**config.mk**
```make
export PLATFORM = sky130hd
export DESIGN_NAME = bitty_sequencer
export DESIGN_NICKNAME = d
export VERILOG_FILES = /design/src/rtl/bitty_pkg.sv /design/src/rtl/bitty_imem.sv /design/src/rtl/bitty_sequencer.sv
export SDC_FILE = /design/constraint.sdc
export NUM_CORES = 1
export LEC_CHECK = 0
export BUFFER_PORTS_ARGS = -buffer_cell sky130_fd_sc_hd__clkbuf_2
export CORE_UTILIZATION = 53
export CTS_BUF_LIST = sky130_fd_sc_hd__clkbuf_4
export DETAILED_ROUTE_END_ITERATION = 7
export PLACE_DENSITY = 0.7
export SYNTH_ARGS = -nofsm -noshare
export SYNTH_HDL_FRONTEND = slang
export SYNTH_HIERARCHICAL = 1
export SYNTH_SLANG_ARGS = --single-unit
```
**constraint.sdc**
```tcl
create_clock -name clk -period 9.9 [get_ports clk]
set_input_delay 0.495 -clock clk [delete_from_list [all_inputs] [get_ports clk]]
set_output_delay 0.495 -clock clk [all_outputs]
set_load 0.005 [all_outputs]
```
**src/rtl/bitty_pkg.sv**
```systemverilog
// Shared types and constants for the bitty program loader / sequencer.
//   INSTR_W     : instruction / result word width
//   BYTE_W      : byte-stream width on the rx and tx sides
//   seq_state_e : sequencer FSM state encoding
package bitty_pkg;

  localparam int unsigned INSTR_W = 16;
  localparam int unsigned BYTE_W  = 8;

  typedef enum logic [2:0] {
    IDLE    = 3'd0,
    ISSUE   = 3'd1,
    WAIT    = 3'd2,
    SEND_HI = 3'd3,
    SEND_LO = 3'd4,
    FINISH  = 3'd5
  } seq_state_e;

endpackage

```
**src/rtl/bitty_imem.sv**
```systemverilog
// Local instruction memory: DEPTH x INSTR_W register file, no reset.
//   clk     : write clock
//   we      : write enable
//   waddr   : write address
//   wdata   : write data
//   raddr   : read address
//   rdata_c : combinational read data
module bitty_imem
  import bitty_pkg::*;
#(
  parameter int unsigned DEPTH  = 16,
  parameter int unsigned ADDR_W = 4
) (
  input  logic               clk,
  input  logic               we,
  input  logic [ADDR_W-1:0]  waddr,
  input  logic [INSTR_W-1:0] wdata,
  input  logic [ADDR_W-1:0]  raddr,
  output logic [INSTR_W-1:0] rdata_c
);

  logic [INSTR_W-1:0] mem [DEPTH];

  // Single write port
  always_ff @(posedge clk) begin
    if (we) mem[waddr] <= wdata;
  end

  assign rdata_c = mem[raddr];

endmodule

```
**src/rtl/bitty_sequencer.sv**
```systemverilog
// Program loader and execution sequencer for the bitty core.
//   clk, reset          : clock, async active-high reset
//   load_en, rx_valid,
//   rx_data             : byte stream (high byte first) loading program memory
//   start, abort        : begin execution at pc 0 / stop and return to IDLE
//   instr_out, core_run : instruction and one-cycle execute pulse to the core
//   core_done, core_result,
//   branch_taken, branch_target : core completion and branch outcome
//   tx_valid, tx_data, tx_ready : result byte stream, high byte first
//   busy, run_done, error       : status (error is sticky)
module bitty_sequencer
  import bitty_pkg::*;
#(
  parameter int unsigned MEM_DEPTH = 16,
  parameter int unsigned ADDR_W    = 4,
  parameter int unsigned TIMEOUT   = 255
) (
  input  logic               clk,
  input  logic               reset,
  input  logic               load_en,
  input  logic               rx_valid,
  input  logic [BYTE_W-1:0]  rx_data,
  input  logic               start,
  input  logic               abort,
  output logic [INSTR_W-1:0] instr_out,
  output logic               core_run,
  input  logic               core_done,
  input  logic [INSTR_W-1:0] core_result,
  input  logic               branch_taken,
  input  logic [ADDR_W-1:0]  branch_target,
  output logic               tx_valid,
  output logic [BYTE_W-1:0]  tx_data,
  input  logic               tx_ready,
  output logic               busy,
  output logic               run_done,
  output logic               error
);

  localparam int unsigned CNT_W = ADDR_W + 1;
  localparam int unsigned TMO_W = $clog2(TIMEOUT + 1);

  seq_state_e          state_q, state_d;
  logic [ADDR_W-1:0]   pc_q, pc_d;
  logic [CNT_W-1:0]    count_q, count_d, count_base;
  logic                phase_q, phase_d, phase_base;
  logic [BYTE_W-1:0]   hi_q, hi_d;
  logic                load_en_q;
  logic [TMO_W-1:0]    tmo_q, tmo_d;
  logic [INSTR_W-1:0]  result_q, result_d;
  logic                br_taken_q, br_taken_d;
  logic [ADDR_W-1:0]   br_target_q, br_target_d;
  logic [INSTR_W-1:0]  instr_d;
  logic                core_run_d, tx_valid_d, busy_d, run_done_d, error_d;
  logic [BYTE_W-1:0]   tx_data_d;

  logic                we_c;
  logic [ADDR_W-1:0]   waddr_c, raddr_c;
  logic [INSTR_W-1:0]  rdata_c;
  logic [CNT_W-1:0]    next_pc_c;

  bitty_imem #(
    .DEPTH  (MEM_DEPTH),
    .ADDR_W (ADDR_W)
  ) u_imem (
    .clk     (clk),
    .we      (we_c),
    .waddr   (waddr_c),
    .wdata   ({hi_q, rx_data}),
    .raddr   (raddr_c),
    .rdata_c (rdata_c)
  );

  // Next pc is one bit wider so pc = MEM_DEPTH-1 plus one reaches the end
  // instead of wrapping; the read port is pre-addressed with it so ISSUE
  // presents the fetched word from its first cycle.
  always_comb begin
    next_pc_c = br_taken_q ? CNT_W'(br_target_q) : CNT_W'(pc_q) + CNT_W'(1);
    raddr_c   = (state_q == SEND_LO) ? next_pc_c[ADDR_W-1:0] : '0;
  end

  // State register and registered outputs
  always_ff @(posedge clk or posedge reset) begin
    if (reset) begin
      state_q     <= IDLE;
      pc_q        <= '0;
      count_q     <= '0;
      phase_q     <= 1'b0;
      hi_q        <= '0;
      load_en_q   <= 1'b0;
      tmo_q       <= '0;
      result_q    <= '0;
      br_taken_q  <= 1'b0;
      br_target_q <= '0;
      instr_out   <= '0;
      core_run    <= 1'b0;
      tx_valid    <= 1'b0;
      tx_data     <= '0;
      busy        <= 1'b0;
      run_done    <= 1'b0;
      error       <= 1'b0;
    end else begin
      state_q     <= state_d;
      pc_q        <= pc_d;
      count_q     <= count_d;
      phase_q     <= phase_d;
      hi_q        <= hi_d;
      load_en_q   <= load_en;
      tmo_q       <= tmo_d;
      result_q    <= result_d;
      br_taken_q  <= br_taken_d;
      br_target_q <= br_target_d;
      instr_out   <= instr_d;
      core_run    <= core_run_d;
      tx_valid    <= tx_valid_d;
      tx_data     <= tx_data_d;
      busy        <= busy_d;
      run_done    <= run_done_d;
      error       <= error_d;
    end
  end

  // Next-state, loader and output logic
  always_comb begin
    state_d     = state_q;
    pc_d        = pc_q;
    count_d     = count_q;
    phase_d     = phase_q;
    hi_d        = hi_q;
    tmo_d       = tmo_q;
    result_d    = result_q;
    br_taken_d  = br_taken_q;
    br_target_d = br_target_q;
    instr_d     = instr_out;
    core_run_d  = 1'b0;
    tx_valid_d  = tx_valid;
    tx_data_d   = tx_data;
    run_done_d  = 1'b0;
    error_d     = error;
    we_c        = 1'b0;
    waddr_c     = '0;
    count_base  = count_q;
    phase_base  = phase_q;

    case (state_q)
      IDLE: begin
        // A fresh load_en starts a new program from word 0
        if (load_en && !load_en_q) begin
          count_base = '0;
          phase_base = 1'b0;
        end
        count_d = count_base;
        phase_d = phase_base;
        if (load_en && rx_valid) begin
          if (count_base == CNT_W'(MEM_DEPTH)) begin
            error_d = 1'b1;
          end else if (!phase_base) begin
            hi_d    = rx_data;
            phase_d = 1'b1;
          end else begin
            we_c    = 1'b1;
            waddr_c = count_base[ADDR_W-1:0];
            count_d = count_base + CNT_W'(1);
            phase_d = 1'b0;
          end
        end else if (start && !load_en) begin
          error_d = 1'b0;
          pc_d    = '0;
          if (count_q == '0) begin
            run_done_d = 1'b1;
          end else begin
            state_d    = ISSUE;
            core_run_d = 1'b1;
            instr_d    = rdata_c;
          end
        end
      end
      ISSUE: begin
        state_d = WAIT;
        tmo_d   = '0;
      end
      WAIT: begin
        if (core_done) begin
          result_d    = core_result;
          br_taken_d  = branch_taken;
          br_target_d = branch_target;
          state_d     = SEND_HI;
          tx_valid_d  = 1'b1;
          tx_data_d   = core_result[INSTR_W-1 -: BYTE_W];
        end else if (tmo_q == TMO_W'(TIMEOUT - 1)) begin
          error_d = 1'b1;
          pc_d    = '0;
          state_d = IDLE;
        end else begin
          tmo_d = tmo_q + TMO_W'(1);
        end
      end
      SEND_HI: begin
        if (tx_ready) begin
          state_d   = SEND_LO;
          tx_data_d = result_q[BYTE_W-1:0];
        end
      end
      SEND_LO: begin
        if (tx_ready) begin
          tx_valid_d = 1'b0;
          if (next_pc_c >= count_q) begin
            state_d    = FINISH;
            run_done_d = 1'b1;
            pc_d       = '0;
          end else begin
            pc_d       = next_pc_c[ADDR_W-1:0];
            state_d    = ISSUE;
            core_run_d = 1'b1;
            instr_d    = rdata_c;
          end
        end
      end
      FINISH: begin
        state_d = IDLE;
      end
      default: begin
        state_d = IDLE;
      end
    endcase

    // Abort overrides everything outside IDLE
    if (abort && (state_q != IDLE)) begin
      state_d    = IDLE;
      pc_d       = '0;
      tx_valid_d = 1'b0;
      core_run_d = 1'b0;
      run_done_d = 1'b0;
    end

    busy_d = (state_d != IDLE);
  end

endmodule

```
==> results of run 1 <==
==> power groups by stage <==
stage	combinational, mW	clock [mW]	sequential, mW
global placement	0.456	0	1.85
global route	0.530	1.27	1.87
floorplan	0.334	0	1.81
finish	0.478	1.16	1.84
CTS	0.483	1.20	1.84
detailed placement	0.477	0	1.87
==> routing by layer <==
metal	vias to the layer above	GRT usage	part of all wire
li1	3325	-	-
met1	3885	0.3197	0.42
met2	285	0.3902	0.50
met3	31	0.05863	0.070
met4	0	0.06710	0.011
met5	-	0	0
==> critical path: cells and delay by family, from the launching register on <==
kind	cells	cell delay, ps
flops	1	520
mux	2	920
buf+inv	2	1180
simple gates	4	760
compound gates	1	220
==> timing repair <==
action                                  CTS  global route
hold endpoints to repair                 24             0
endpoints found under the setup margin    0             0
hold buffers                             13             0
==> registers in the layout, indices dropped and copies added (netlist names), 4 cells and up <==
register     count
u_imem/mem     256
instr_out       16
hi_q             8
result_q         8
tmo_q            8
tx_data          8
count_q          5
br_target_q      4
pc_q             4
==> cells by family (layout without fill, tap and decap cells) <==
kind of cell	after synthesis	count (layout)	share of synthesized area
XOR/XNOR	7	7	0.004605
multiplexers	111	111	0.1524
AO/OA/AOI/OAI	90	90	0.04624
buffers and inverters	49	268	0.01833
AND/OR/NAND/NOR	145	145	0.05347
other	0	1	0
flip-flops	328	328	0.7127
adder cells (fa/ha/maj)	13	13	0.01222
==> final cells by class <==
cell class | instances | area (um^2)
Fill cell | 1746 | 9125
Sequential cell | 328 | 9489
Inverter | 16 | 61.31
Clock buffer | 129 | 968.4
Tap cell | 324 | 405.4
Antenna cell | 1 | 2.502
Timing Repair Buffer | 103 | 643.1
Multi-Input combinational cell | 366 | 3626
Clock inverter | 20 | 141.4
==> stage by stage <==
stage                     utilization  total power, mW
final                          0.6270            3.485
after global routing           0.6270            3.664
after CTS                      0.6269            3.522
after detailed placement       0.5762            2.347
after global placement         0.5762            2.310
after floorplan                     -            2.141
==> path summary, 6_finish.rpt <==
check                          startpoint            to  slack, ps  cells after the start
max reg2reg                    state_q[1]  instr_out[0]       6070                      9
min                        core_result[1]   result_q[1]         50                      2
min in group asynchronous           reset  instr_out[4]        300                      3
min reg2reg                    tx_data[4]    tx_data[4]        480                      2
max in group asynchronous           reset      tmo_q[3]       8420                      4
max                            state_q[1]  instr_out[0]       6070                      9
==> layout by cell type (no fill, tap or decap), drive strengths merged, types with 2 or more instances in the layout <==
| master | n |
|---|---|
| o21ai | 19 |
| xnor2 | 2 |
| nand2 | 47 |
| and3 | 3 |
| buf | 25 |
| a22o | 3 |
| nand3b | 4 |
| edfxtp | 256 |
| a22oi | 32 |
| inv | 17 |
| nor2b | 3 |
| o31ai | 7 |
| clkinv | 16 |
| clkbuf | 194 |
| xor2 | 5 |
| nand4 | 4 |
| nor4 | 3 |
| and2 | 4 |
| mux2i | 10 |
| dfrtp | 72 |
| nor4b | 2 |
| nor3 | 10 |
| a31o | 2 |
| a31oi | 3 |
| ha | 13 |
| o211ai | 3 |
| mux2 | 37 |
| or3 | 4 |
| nand2b | 6 |
| bufinv | 2 |
| mux4 | 64 |
| nand3 | 9 |
| nor2 | 40 |
| dlygate4sd3 | 13 |
| a21oi | 11 |
==> results.yml, run 1 <==
status:
  outcome: "finished clean"
placed_design:
  dp_hpwl_mm: 17.33
  dp_slack_ps: 6028
  post_dp_cell_area_um2: 14090
  gp_congestion: 0.9222
  dp.cells: 1124
  io_buffers: 65
worst_hold_path:
  hold_path.class: "input pin to flop"
power_and_ir_drop:
  clkPwrFrac: 0.334
  power_density_nw_per_um2: 227.2
  power_frac_comb: 0.137
  p_int_mw: 2.561
  vdd_drop_max_mv: 0.1492
  p_leak_nw: 5.566
  pwr-share-seq: 0.529
  p_sw_frac: 0.2650
  power.switching_mw: 0.9234
synth:
  synth_cell_type_count: 58
  synthesis.nets: 793
  yosysTopAreaCell: "edfxtp_1"
  synth_top_area_share: 0.5774
  ys_seq_area_frac: 0.7127
  syn_inst: 743
  synthArstFlopShare: 0.2195
  synth_area_per_cell_um2: 17.92
  yosys-top-cells-count: "256 x edfxtp_1, 72 x dfrtp_1, 54 x mux4_2"
  ys_ff_latch: 328
  yosysWarnings: 6
  synth-edff-count: 256
  syn_area_um2: 13310
  yosys-top-cells-area: "edfxtp_1 58%, dfrtp_1 14%, mux4_2 9.1%, mux2_2 2.4%, mux4_1 2.0%"
  yosysMostFrequentCell: "edfxtp_1"
  synth_ff_type: "edfxtp_1"
setup_path:
  startpoint_type: "flop"
  max_stage_delay_ps: 680
  worstPathMaxFanout: 36
  crit_path_top_delay_cell: "buf_4"
  crit_type: "flop to flop"
  arrival_ps: 4380
  end_kind: "flop"
  required_ps: 10450
  worstPathCellList: "nor2_1, nand2_1, nor2_4, buf_4, buf_4, mux4_1, a22oi_1, nand2_1, mux2_4"
timing:
  period_needed_ps: 3833
  rsz0062_at_grt: "no"
  final_max_slew_viol_count: 0
  timing.final.crit_share: 0.3872
  tightest_slew_ps: 989.0
  hold_viol: 0
  slew_headroom: 0.3407
  timing.fmax_mhz: 260.9
  setup_ws_ps: 6067
  tns_ps: 0
  whs_ps: 51.57
  finalSetupViolCount: 0
  fin_skew_ps: 60.17
routing:
  drc: 0
  dr.pass1.iters: 5
  drtIter0Drc: 623
  num_vias: 7526
  vias_per_cell: 5.848
  wire_per_inst_um: 22.69
  wl_mm: 29.20
  ant_nets: 0
clocking:
  cts_made_buffers: 81
  cts_setup_buffers: 0
  ctsResizeCount: 0
  clock-root-buffer: "clkbuf_4"
  clock-sinks: 328
  clockBufferDepth: 3
  path_clk_slew_ps: 60
  ctsHtreeMaxLevel: 3
  clk_latency_ps: 700
  cts_tree: "done"
finish:
  finish.instance_area_um2: 15340
  final_layout_size_suffix_gt1_frac: 0.3503
  finalNonFillerCells: 1287
  finalNetCount: 946
  area_growth_pct: 15.20
global_route:
  overflow: 0
  grt_first_pass_wirelength_mm: 45.32
  grt_pass1_vias: 7826
  grt_util_all_layers: 0.2382
  antenna_found_initial: 1
  grt_max_degree: 65
floorplan:
  die_area_um2: 25760
  die_h_um: 160.5
  ios: 66
  start_util: 0.5443
  rows: 57
  core_area_um2: 24460
  die_w_um: 160.5
run:
  cap_violations: 0
Note: power is estimated with default switching activity, not from simulation.
==> inputs of run 2 (changes only) <==
- clock period: 9.9 -> 3.8 ns (I/O delays scaled with it)
==> run 2 against run 1 <==
Effect of this change: cell count grew 2.7%; maximum frequency grew 13%; register-to-register slack lost 5700 ps; non-clock buffer count grew 35; sequential share of layout area shrank 1.7 points; clock-buffer cell count shrank 11; critical endpoint is now instr_out[15]; largest cell class unchanged; largest power group unchanged.
==> results.yml, run 2 (synthesized netlist as in run 1, its figures left out) <==
routing:
  dr.pass1.iters: 5
  wl_mm: 29.15
  ant_nets: 0
  wire_per_inst_um: 22.05
  drc: 0
  drtIter0Drc: 651
  num_vias: 7711
  vias_per_cell: 5.833
floorplan:
  rows: 57
  die_h_um: 160.5
  die_area_um2: 25760
  start_util: 0.5443
  ios: 66
  die_w_um: 160.5
  core_area_um2: 24460
finish:
  largest_reg_flops: 256
  final_layout_size_suffix_gt1_frac: 0.3390
  multi_input_area_um2: 3623
  largest-register: "u_imem/mem"
  area_growth_pct: 18.49
  reg_top3: "u_imem/mem: 256 flops, instr_out: 16 flops"
  final_common_cell: "edfxtp_1"
  n_fill_cell: 1687
  finalNetCount: 981
  layout_common_cells: "256 x edfxtp_1, 118 x clkbuf_4, 72 x dfrtp_1"
  regArea_um2: 9489
power_and_ir_drop:
  power_mw: 9.064
  vdd_drop_max_mv: 0.2773
  p_leak_nw: 5.737
  power_density_nw_per_um2: 574.6
setup_path:
  ff2ff_setup_slack_ps: 410
  arrival_ps: 3950
  cp_common_cell: "ha_1"
  crit_type: "flop to flop"
  startpoint_type: "flop"
  critPathBufInv: 1
  max_stage_delay_ps: 840
  end_kind: "flop"
  crit_path_top_delay_cell: "a211o_1"
  cp_top_family: "compound AO/OA/AOI/OAI gates"
  worstPathMaxFanout: 17
  worstPathCellList: "ha_1, xnor2_1, nor2_1, a21oi_1, inv_1, ha_1, a21o_1, a31oi_1, nor3_1, a211o_1, mux2_2"
  required_ps: 4360
timing:
  timing.final.crit_share: 0.8918
  setup_ws_ps: 411.2
  rsz0062_at_grt: "no"
  slew_headroom: 0.1810
  fin_skew_ps: 54.91
  finalSetupViolCount: 0
  period_needed_ps: 3389
  timing.fmax_mhz: 295.1
  final_max_slew_viol_count: 0
  tightest_slew_ps: 1227
  hold_viol: 0
  tns_ps: 0
  whs_ps: 130.2
global_route:
  antenna_found_initial: 1
  grt_first_pass_wirelength_mm: 45.92
  grt_util_all_layers: 0.2405
  overflow: 0
  grt_pass1_vias: 8182
  grt_max_degree: 38
placed_design:
  gp_congestion: 0.8682
  io_buffers: 65
  dp_slack_ps: 442.8
  dp_hpwl_mm: 17.93
clocking:
  cts_tree: "done"
  clk_latency_ps: 720
  path_clk_slew_ps: 70
  clock-root-buffer: "clkbuf_4"
  cts_setup_buffers: 0
  cts_made_buffers: 81
  ctsResizeCount: 0
  ctsHtreeMaxLevel: 3
  hold_buffers: 40
  clock-sinks: 328
  clockBufferDepth: 3
status:
  outcome: "finished clean"
worst_hold_path:
  hold_path.class: "input pin to asynchronous set/reset pin"
run:
  cap_violations: 0
-- run 2: cell count changes in the layout (fill, tap and decap cells not counted), moves of 2 or more --
| cell | change |
|---|---|
| clkinv_2 | +5 |
| buf_4 | -3 |
| inv_6 | +2 |
| inv_2 | -2 |
| buf_12 | +11 |
| dlygate4sd3_1 | +27 |
| clkinv_1 | +6 |
| clkbuf_4 | -11 |
-- run 2: final cells by class --
type,instances,share of cell area
Sequential cell,328,0.6015
Clock inverter,31,0.01253
Multi-Input combinational cell,366,0.2297
Timing Repair Buffer,138,0.07043
Clock buffer,118,0.05615
Antenna cell,1,0.0001586
Tap cell,324,0.02570
Inverter,16,0.003886
-- run 2: through the flow --
stage	std cells	util	instance area, um^2
3_5_place_dp	1132	0.5842	14290
2_1_floorplan	743	-	13310
3_3_place_gp	1132	0.5842	14290
6_report	1322	0.6449	15780
5_1_grt	1322	0.6449	15780
4_1_cts	1321	0.6448	15770
-- run 2: final timing paths --
path                                     start             to  cells past startpoint
worst max-delay path                   pc_q[0]  instr_out[15]                     11
max in group asynchronous                reset   instr_out[0]                      4
worst min-delay path                     reset  instr_out[13]                      3
worst max register to register         pc_q[0]  instr_out[15]                     11
worst min register to register      tx_data[4]     tx_data[4]                      2
min in group clk                core_result[5]    result_q[5]                      3
-- run 2: report_power, final --
group | switching [mW] | internal, mW
Combinational | 0.647 | 0.636
Clock | 1.40 | 1.58
Sequential | 0.409 | 4.39
Total | 2.46 | 6.61
-- run 2: per-layer routing --
metal	GRT usage	up-vias	wire length (um)
li1	-	3407	-
met1	0.3254	3943	12170
met2	0.3841	314	14390
met3	0.05604	47	1954
met4	0.08874	0	635
met5	0	-	0
-- run 2: tightest hold or removal path, stage by stage --
cell and delay, ps:
dlygate4sd3_1 530, clkbuf_2 110, clkinv_2 530
==> inputs of run 3 (changes only) <==
- CTS_BUF_LIST: sky130_fd_sc_hd__clkbuf_4 -> sky130_fd_sc_hd__clkbuf_16
- CTS_CLUSTER_SIZE: default -> 30
==> run 3 against run 2 <==
Effect of this change: power increased by 1.1%; first-iteration DRC count increased by 23%; register-to-register slack about the same; non-clock buffer count decreased by 22; global-route usage decreased by 0.63 points.
==> results.yml, run 3 (synthesized netlist as in run 1, its figures left out) <==
setup_path:
  worstPathMaxFanout: 17
  r2r-end: "instr_out[12]"
  crit_type: "flop to flop"
  required_ps: 4180
  reg2reg_depth: 11
  ff2ff_setup_slack_ps: 420
  startpoint_type: "flop"
  end_kind: "flop"
  r2r-start: "pc_q[0]"
  arrival_ps: 3760
floorplan:
  die_area_um2: 25760
  die_h_um: 160.5
  ios: 66
  start_util: 0.5443
  die_w_um: 160.5
  core_area_um2: 24460
  rows: 57
power_and_ir_drop:
  pwr-share-seq: 0.524
  p_sw_frac: 0.2568
  vdd_drop_max_mv: 0.3912
  power_mw: 9.163
  power_density_nw_per_um2: 590.5
  clkPwrFrac: 0.339
  power.switching_mw: 2.353
  p_leak_nw: 5.547
  p_int_mw: 6.810
  power_frac_comb: 0.137
run:
  cap_violations: 0
timing:
  tns_ps: 0
  rsz0062_at_grt: "no"
  tightest_slew_ps: 1186
  period_needed_ps: 3377
  whs_ps: 8.703
  timing.fmax_mhz: 296.2
  final_max_slew_viol_count: 0
  fin_skew_ps: 13.24
  hold_viol: 0
  slew_headroom: 0.2086
  finalSetupViolCount: 0
  timing.final.crit_share: 0.8886
routing:
  drc: 0
  drtIter0Drc: 798
  ant_nets: 0
  wire_per_inst_um: 23.62
  dr.pass1.iters: 5
  vias_per_cell: 6.011
  wl_mm: 28.60
  num_vias: 7279
clocking:
  cts_made_buffers: 34
  ctsHtreeMaxLevel: 2
  clock-root-buffer: "clkbuf_16"
  cts_setup_buffers: 0
  clockBufferDepth: 3
  clock-sinks: 328
  cts_tree: "done"
  clk_latency_ps: 510
  path_clk_slew_ps: 60
global_route:
  grt_max_degree: 38
  antenna_found_initial: 0
  grt_first_pass_wirelength_mm: 44.86
  overflow: 0
  grt_util_all_layers: 0.2342
  grt_pass1_vias: 7677
worst_hold_path:
  whs_path_depth: 3
  hold_path.class: "input pin to flop"
  holdPathEnd: "tx_data[1]"
  hp-start: "core_result[9]"
finish:
  area_growth_pct: 16.54
  largest_reg_flops: 256
  reg_top3: "u_imem/mem: 256 flops, instr_out: 16 flops"
  finalNetCount: 912
  n_fill_cell: 1677
  num_antenna_cells: 0
  largest-register: "u_imem/mem"
  final_layout_size_suffix_gt1_frac: 0.2864
  final_common_cell: "edfxtp_1"
  layout_common_cells: "256 x edfxtp_1, 72 x dfrtp_1, 65 x clkbuf_2"
placed_design:
  gp_congestion: 0.8682
  dp_hpwl_mm: 17.93
  io_buffers: 65
status:
  outcome: "finished clean"
run 3: worst max-delay path by stage:
stage | depth (start not counted) | slack, ps | endpoint | start
4_1_cts | 11 | 400 | instr_out[12] | pc_q[0]
3_3_place_gp | 8 | 640 | instr_out[5] | state_q[0]
5_1_grt | 11 | 250 | instr_out[12] | pc_q[0]
2_1_floorplan | 10 | 330 | u_imem/mem[0][0] | load_en_q
6_report | 11 | 420 | instr_out[12] | pc_q[0]
3_5_place_dp | 11 | 440 | instr_out[10] | pc_q[0]
run 3: cell type report:
class | instances | area, um^2 | area share
sequential | 328 | 9489 | 0.6116
multi-input combinational | 366 | 3623 | 0.2335
timing repair buffer | 116 | 890.9 | 0.05741
clock buffer | 35 | 875.8 | 0.05645
tap | 324 | 405.4 | 0.02613
clock inverter | 26 | 170.2 | 0.01097
inverter | 16 | 61.31 | 0.003951
run 3: worst max-delay path, cell delays in order (launching register included):
cell	delay, ps
dfrtp_1	420
ha_1	240
xnor2_1	210
nor2_1	90
a21oi_1	270
inv_1	90
ha_1	300
a21o_1	110
a31oi_1	50
nor3_1	190
a211o_1	850
mux2_2	430
run 3: metal layers:
layer | wire length (um) | GRT usage | vias to the layer above
li1 | - | - | 3202
met3 | 1791 | 0.03461 | 49
met2 | 14040 | 0.3743 | 270
met1 | 12020 | 0.3354 | 3758
met4 | 748 | 0.07576 | 0
met5 | 0 | 0 | -
run 3: power by group through the flow:
stage                     sequential [mW]  combinational [mW]  clock (mW)
final                                4.80                1.26        3.11
after global routing                 4.87                1.40        3.31
after CTS                            4.80                1.26        3.16
after detailed placement             4.88                1.24           0
after global placement               4.84                1.18           0
after floorplan                      4.71               0.871           0
run 3: repair_timing:
action                    in CTS  in global routing
resized for setup              0                  0
hold buffers                  18                  0
hold endpoints to repair      53                  0
run 3: through the flow:
stage / util / instances / setup slack, ps / cell area (um^2)
after floorplan: - / 743 / 333.9 / 13310
after global placement: 0.5842 / 1132 / 642.6 / 14290
after global routing: 0.6343 / 1211 / 247.5 / 15520
final: 0.6343 / 1211 / 423.5 / 15520
after CTS: 0.6343 / 1211 / 399.9 / 15520
after detailed placement: 0.5842 / 1132 / 442.8 / 14290
